===== src/rtl/ex_multicycle_unit.sv =====
// Execute-stage multi-cycle unit: unsigned WIDTHxWIDTH multiply (LSB-first
// shift-add) and unsigned WIDTH/WIDTH divide (MSB-first restoring), one
// iteration per clock. It stalls fetch/decode while it works.
//
// Handshake: an op is accepted on a rising edge when the unit is IDLE or DONE,
// start=1 and function_in is FUNC_MUL or FUNC_DIV. stall is high in that same
// cycle and for every BUSY cycle. The upstream D/E buffer therefore holds the
// next instruction until the unit reaches DONE. result_valid is a single-cycle
// pulse in DONE. The result fields keep their values until the next DONE.
module ex_multicycle_unit #(
    parameter int         WIDTH    = 16,
    parameter logic [3:0] FUNC_MUL = 4'b1000,
    parameter logic [3:0] FUNC_DIV = 4'b1001
) (
    input  logic             clk,
    input  logic             rst,
    input  logic             start,
    input  logic [3:0]       function_in,
    input  logic [WIDTH-1:0] readData1_in,
    input  logic [WIDTH-1:0] readData2_in,
    input  logic [2:0]       writeAdd_in,
    output logic             stall,
    output logic             result_valid,
    output logic [WIDTH-1:0] result_lo,
    output logic [WIDTH-1:0] result_hi,
    output logic [2:0]       writeAdd_out,
    output logic             div_by_zero
);

    localparam int CW = $clog2(WIDTH);
    localparam logic [CW-1:0] LAST_ITER = CW'(WIDTH - 1);

    localparam logic [1:0] S_IDLE = 2'd0;
    localparam logic [1:0] S_BUSY = 2'd1;
    localparam logic [1:0] S_DONE = 2'd2;

    logic [1:0]         state_q, state_d;
    logic [CW-1:0]      cnt_q, cnt_d;
    logic               is_div_q, is_div_d;
    logic [2*WIDTH-1:0] mcand_q, mcand_d;     // multiplicand, shifted left each step
    logic [WIDTH-1:0]   shreg_q, shreg_d;     // mul: multiplier; div: dividend -> quotient
    logic [WIDTH-1:0]   divisor_q, divisor_d;
    logic [2*WIDTH-1:0] prod_q, prod_d;
    logic [WIDTH:0]     rem_q, rem_d;
    logic [2:0]         dest_q, dest_d;
    logic [WIDTH-1:0]   lo_q, lo_d;
    logic [WIDTH-1:0]   hi_q, hi_d;
    logic [2:0]         wa_q, wa_d;
    logic               dbz_q, dbz_d;

    logic               accept;
    logic [2*WIDTH-1:0] prod_step;
    logic [WIDTH:0]     rem_shift;
    logic [WIDTH+1:0]   trial;
    logic [WIDTH:0]     rem_step;
    logic [WIDTH-1:0]   quot_step;

    // Accept decode and one iteration of each datapath
    always_comb begin
        accept    = (state_q != S_BUSY) && start &&
                    ((function_in == FUNC_MUL) || (function_in == FUNC_DIV));
        prod_step = shreg_q[0] ? (prod_q + mcand_q) : prod_q;
        rem_shift = {rem_q[WIDTH-1:0], shreg_q[WIDTH-1]};
        trial     = {1'b0, rem_shift} - {2'b00, divisor_q};
        // A negative trial difference means the divisor did not fit: restore
        rem_step  = trial[WIDTH+1] ? rem_shift : trial[WIDTH:0];
        quot_step = {shreg_q[WIDTH-2:0], ~trial[WIDTH+1]};
    end

    // Next-state, operand capture, iteration and result registration
    always_comb begin
        state_d   = state_q;
        cnt_d     = cnt_q;
        is_div_d  = is_div_q;
        mcand_d   = mcand_q;
        shreg_d   = shreg_q;
        divisor_d = divisor_q;
        prod_d    = prod_q;
        rem_d     = rem_q;
        dest_d    = dest_q;
        lo_d      = lo_q;
        hi_d      = hi_q;
        wa_d      = wa_q;
        dbz_d     = dbz_q;
        case (state_q)
            S_IDLE, S_DONE: begin
                if (accept) begin
                    state_d   = S_BUSY;
                    cnt_d     = '0;
                    is_div_d  = (function_in == FUNC_DIV);
                    mcand_d   = {{WIDTH{1'b0}}, readData1_in};
                    shreg_d   = (function_in == FUNC_DIV) ? readData1_in : readData2_in;
                    divisor_d = readData2_in;
                    prod_d    = '0;
                    rem_d     = '0;
                    dest_d    = writeAdd_in;
                end else begin
                    state_d = S_IDLE;
                end
            end
            S_BUSY: begin
                cnt_d = cnt_q + 1'b1;
                if (is_div_q) begin
                    shreg_d = quot_step;
                    rem_d   = rem_step;
                end else begin
                    prod_d  = prod_step;
                    mcand_d = mcand_q << 1;
                    shreg_d = shreg_q >> 1;
                end
                if (cnt_q == LAST_ITER) begin
                    state_d = S_DONE;
                    lo_d    = is_div_q ? quot_step : prod_step[WIDTH-1:0];
                    hi_d    = is_div_q ? rem_step[WIDTH-1:0] : prod_step[2*WIDTH-1:WIDTH];
                    wa_d    = dest_q;
                    dbz_d   = is_div_q && (divisor_q == '0);
                end
            end
            default: state_d = S_IDLE;
        endcase
    end

    // State and datapath registers; reset discards any in-flight op
    always_ff @(posedge clk or posedge rst) begin
        if (rst) begin
            state_q   <= S_IDLE;
            cnt_q     <= '0;
            is_div_q  <= 1'b0;
            mcand_q   <= '0;
            shreg_q   <= '0;
            divisor_q <= '0;
            prod_q    <= '0;
            rem_q     <= '0;
            dest_q    <= '0;
            lo_q      <= '0;
            hi_q      <= '0;
            wa_q      <= '0;
            dbz_q     <= 1'b0;
        end else begin
            state_q   <= state_d;
            cnt_q     <= cnt_d;
            is_div_q  <= is_div_d;
            mcand_q   <= mcand_d;
            shreg_q   <= shreg_d;
            divisor_q <= divisor_d;
            prod_q    <= prod_d;
            rem_q     <= rem_d;
            dest_q    <= dest_d;
            lo_q      <= lo_d;
            hi_q      <= hi_d;
            wa_q      <= wa_d;
            dbz_q     <= dbz_d;
        end
    end

    // Outputs: stall covers BUSY plus the accepting cycle
    always_comb begin
        stall        = (state_q == S_BUSY) || accept;
        result_valid = (state_q == S_DONE);
        result_lo    = lo_q;
        result_hi    = hi_q;
        writeAdd_out = wa_q;
        div_by_zero  = dbz_q;
    end

endmodule

===== config.mk =====
export PLATFORM = sky130hd
export DESIGN_NAME = ex_multicycle_unit
export DESIGN_NICKNAME = d
export VERILOG_FILES = /design/src/rtl/ex_multicycle_unit.sv
export SDC_FILE = /design/constraint.sdc
export NUM_CORES = 1
export LEC_CHECK = 0
export BUFFER_PORTS_ARGS = -buffer_cell sky130_fd_sc_hd__buf_2
export CAP_MARGIN = 20
export CELL_PAD_IN_SITES_DETAIL_PLACEMENT = 2
export CELL_PAD_IN_SITES_GLOBAL_PLACEMENT = 2
export CORE_ASPECT_RATIO = 0.5
export CORE_MARGIN = 3
export CORE_UTILIZATION = 31
export DETAILED_ROUTE_END_ITERATION = 12
export PLACE_DENSITY_LB_ADDON = 0.3
export SLEW_MARGIN = 0
export SYNTH_ARGS = -nofsm -noshare
export SYNTH_HDL_FRONTEND = slang
export SYNTH_SLANG_ARGS = --single-unit

===== constraint.sdc =====
create_clock -name clk -period 5.49 [get_ports clk]
set_input_delay 0.549 -clock clk [delete_from_list [all_inputs] [get_ports clk]]
set_output_delay 0.549 -clock clk [all_outputs]
set_load 0.02 [all_outputs]

==> flow_metrics.py <==
metrics = {
    "place": {
        "dp_hpwl_um": 26300,
        "dpl_cell_area_um2": 10400,
        "port_buffers": 79,
        "place_congestion": 0.812,
    },
    "clock_network": {
        "cts_tree": "done",
        "worstSkewPairLatency_ns": 0.45,
        "postCtsSetupRepairBufs": 0,
        "htreeDepth": 4,
        "cts_buffers": 17,
        "cts_resized": 0,
        "postCtsHoldBufs": 0,
        "clkSlewWorstSetupHoldPaths_ns": 0.07,
        "cts_root_buffer": "clkbuf_16",
        "clk_path_buf_depth": 2,
        "clock-sinks": 158,
    },
    "synthesis": {
        "synth_common_cells": "nand2_1, dfrtp_1, o21ai_0",
        "synth_edf_count": 0,
        "synth.yosys.seq_area_share_pct": 40.9,
        "synth_ff_type": "dfrtp_1",
        "synth_cell_types": 76,
        "synth_seq_cells": 158,
        "yosysMostFrequentCell": "nand2_1",
        "synth.avg_cell_area_um2": 8.65,
        "yosysTopAreaCell": "dfrtp_1",
        "synthTopCellsByArea": "dfrtp_1, nand2_1, o21ai_0",
        "synth_top_area_share_pct": 40.9,
        "synth_warnings": 0,
        "syn-num-nets": 1210,
        "netlist_area_um2": 9670,
        "synthCells": 1118,
        "async_flop_share_pct": 100,
    },
    "critical_path": {
        "r2r-end": "result_hi[4]",
        "cp_max_fo": 4,
        "setup.worst_path.class": "reg -> reg",
        "timing.rr.start": "mcand_q[0]",
        "worstPathRequired_ns": 5.80,
        "reg2reg_slack_ns": 1.72,
        "cp-end-kind": "flip-flop",
        "r2r_cells": 12,
        "crit_path_start_kind": "flip-flop",
        "arrival_ns": 4.07,
    },
    "status": {
        "outcome": "complete, no violations",
    },
    "power": {
        "total_power_mw": 8.35,
        "powerDensity_nw_per_um2": 764,
        "irDropWorstVdd_mv": 0.276,
        "p_leak_nw": 4.85,
    },
    "grt": {
        "overflow": 0,
        "grt_max_degree": 80,
        "antenna_found_initial": 0,
        "grt_use_total_pct": 21.9,
        "grt_first_pass_wirelength_um": 56300,
        "first_global_vias": 9254,
    },
    "detailed_routing": {
        "viasPerCell": 5.39,
        "first_pass_iters": 5,
        "routed_wl_um": 36100,
        "drtIter0Drc": 614,
        "drcViolationCount": 0,
        "avgRoutedWirePerCell_um": 22.6,
        "ant_nets": 0,
        "vias": 8619,
    },
    "floorplan": {
        "chipWidth_um": 256,
        "initial_utilization_pct": 31.7,
        "die_area_um2": 33500,
        "die_y_um": 131,
        "core_um2": 30500,
        "ioPinCount": 80,
        "row_count": 45,
    },
    "timing": {
        "period_minus_slack_ns": 3.77,
        "period_share_pct": 68.6,
        "rsz0062_at_grt": "no",
        "hold_viol": 0,
        "finalSetupTns_ns": 0,
        "finalClockSkew_ns": 0.0109,
        "slew_violations": 0,
        "finalSetupViolCount": 0,
        "max_freq_mhz": 265,
        "maxSlewHeadroom_pct": 29.3,
        "worst_pin_slew_ns": 1.06,
    },
    "layout": {
        "final_area_um2": 10900,
        "fillCellCount": 3491,
        "area_growth_pct": 13.0,
        "layout.nets": 1253,
        "drive_gt1_share_pct": 13.2,
    },
    "job": {
        "drv_cap": 0,
    },
    "min_path": {
        "hold_class": "in -> async",
    },
}
## critical path, stage by stage, from the launching register on
cell	delay [ns]
dfrtp_1	0.41
ha_1	0.25
fa_1	0.44
a211oi_2	0.21
nor2_1	0.13
o32ai_2	0.46
o31ai_4	0.13
o31ai_1	0.33
o21ai_1	0.17
xor2_1	0.17
mux2i_1	0.58
mux2_2	0.28
o21ai_1	0.06
## cell usage in the layout, fill, tap and decap left out, types with 6 or more instances in the layout
cell	count
inv_6	6
mux2i_1	49
nand4_1	7
xnor2_1	26
a21oi_1	66
nand2b_1	12
a211oi_1	6
dfrtp_1	157
a21o_1	14
o21ai_1	10
buf_2	79
o211ai_1	17
o21a_1	6
clkbuf_16	17
inv_1	28
xor2_1	14
a31oi_1	25
buf_4	12
nand3_1	43
nor2_1	71
ha_1	48
mux2_2	6
o21ai_0	138
nand2_1	213
nor3_1	6
## power breakdown
part	total (mW)	leakage [nW]	switching (mW)	internal, mW
Clock	1.17	0.271	0.565	0.601
Sequential	2.17	1.93	0.489	1.68
Combinational	5.01	2.65	3.25	1.76
## layout make-up
class | instances | area [um^2] | area share (%)
Multi-Input combinational cell | 863 | 5290 | 48.4
Tap cell | 423 | 529 | 4.84
Inverter | 30 | 118 | 1.08
Timing Repair Buffer | 91 | 485 | 4.44
Sequential cell | 158 | 3960 | 36.2
Clock buffer | 19 | 443 | 4.05
Clock inverter | 13 | 104 | 0.950
Antenna cell | 1 | 2.50 | 0.0229
## per-stage QoR
stage / hold slack, ns / utilization (%) / setup WS (ns) / std cells
after detailed placement: 0.468 / 34.0 / 1.75 / 1564
after CTS: 0.277 / 35.8 / 1.73 / 1596
after floorplan: 0.439 / - / 0.678 / 1118
final: 0.244 / 35.8 / 1.72 / 1598
after global placement: 0.457 / 34.0 / 1.78 / 1564
after global routing: 0.292 / 35.8 / 1.51 / 1597
## cells by family (layout without fill, tap and decap cells)
logic type | count (synthesis) | after routing | synth area share [%]
AO/OA/AOI/OAI | 339 | 339 | 21.8
XOR/XNOR | 40 | 40 | 3.62
adder cells (fa/ha/maj) | 50 | 50 | 6.62
buffers and inverters | 97 | 153 | 4.57
flip-flops | 158 | 158 | 40.9
multiplexers | 56 | 56 | 5.89
other | 0 | 1 | 0
AND/OR/NAND/NOR | 378 | 378 | 16.6
## registers in the layout, indices dropped and copies added (netlist names)
register	cells
mcand_q	32
shreg_q	16
writeAdd_out	3
divisor_q	16
rem_q	16
cnt_q	4
result_hi	16
is_div_q	1
result_lo	16
prod_q	32
state_q	2
div_by_zero	1
dest_q	3
## routing by layer
layer | global-route usage (%) | wire length, um | up-vias
met4 | 4.01 | 290 | 0
met3 | 3.14 | 727 | 26
met5 | 0 | 0 | -
li1 | - | - | 4034
met2 | 35.7 | 16600 | 84
met1 | 31.4 | 18500 | 4475
## how the worst max path moves through the flow
stage	end	from
after detailed placement	result_hi[4]	mcand_q[0]
final	result_hi[4]	mcand_q[0]
after CTS	result_hi[4]	mcand_q[0]
after global routing	result_hi[4]	mcand_q[0]
after global placement	result_hi[4]	mcand_q[0]
after floorplan	cnt_q[0]	rst
No activity file was read; power rests on OpenSTA's default activity.
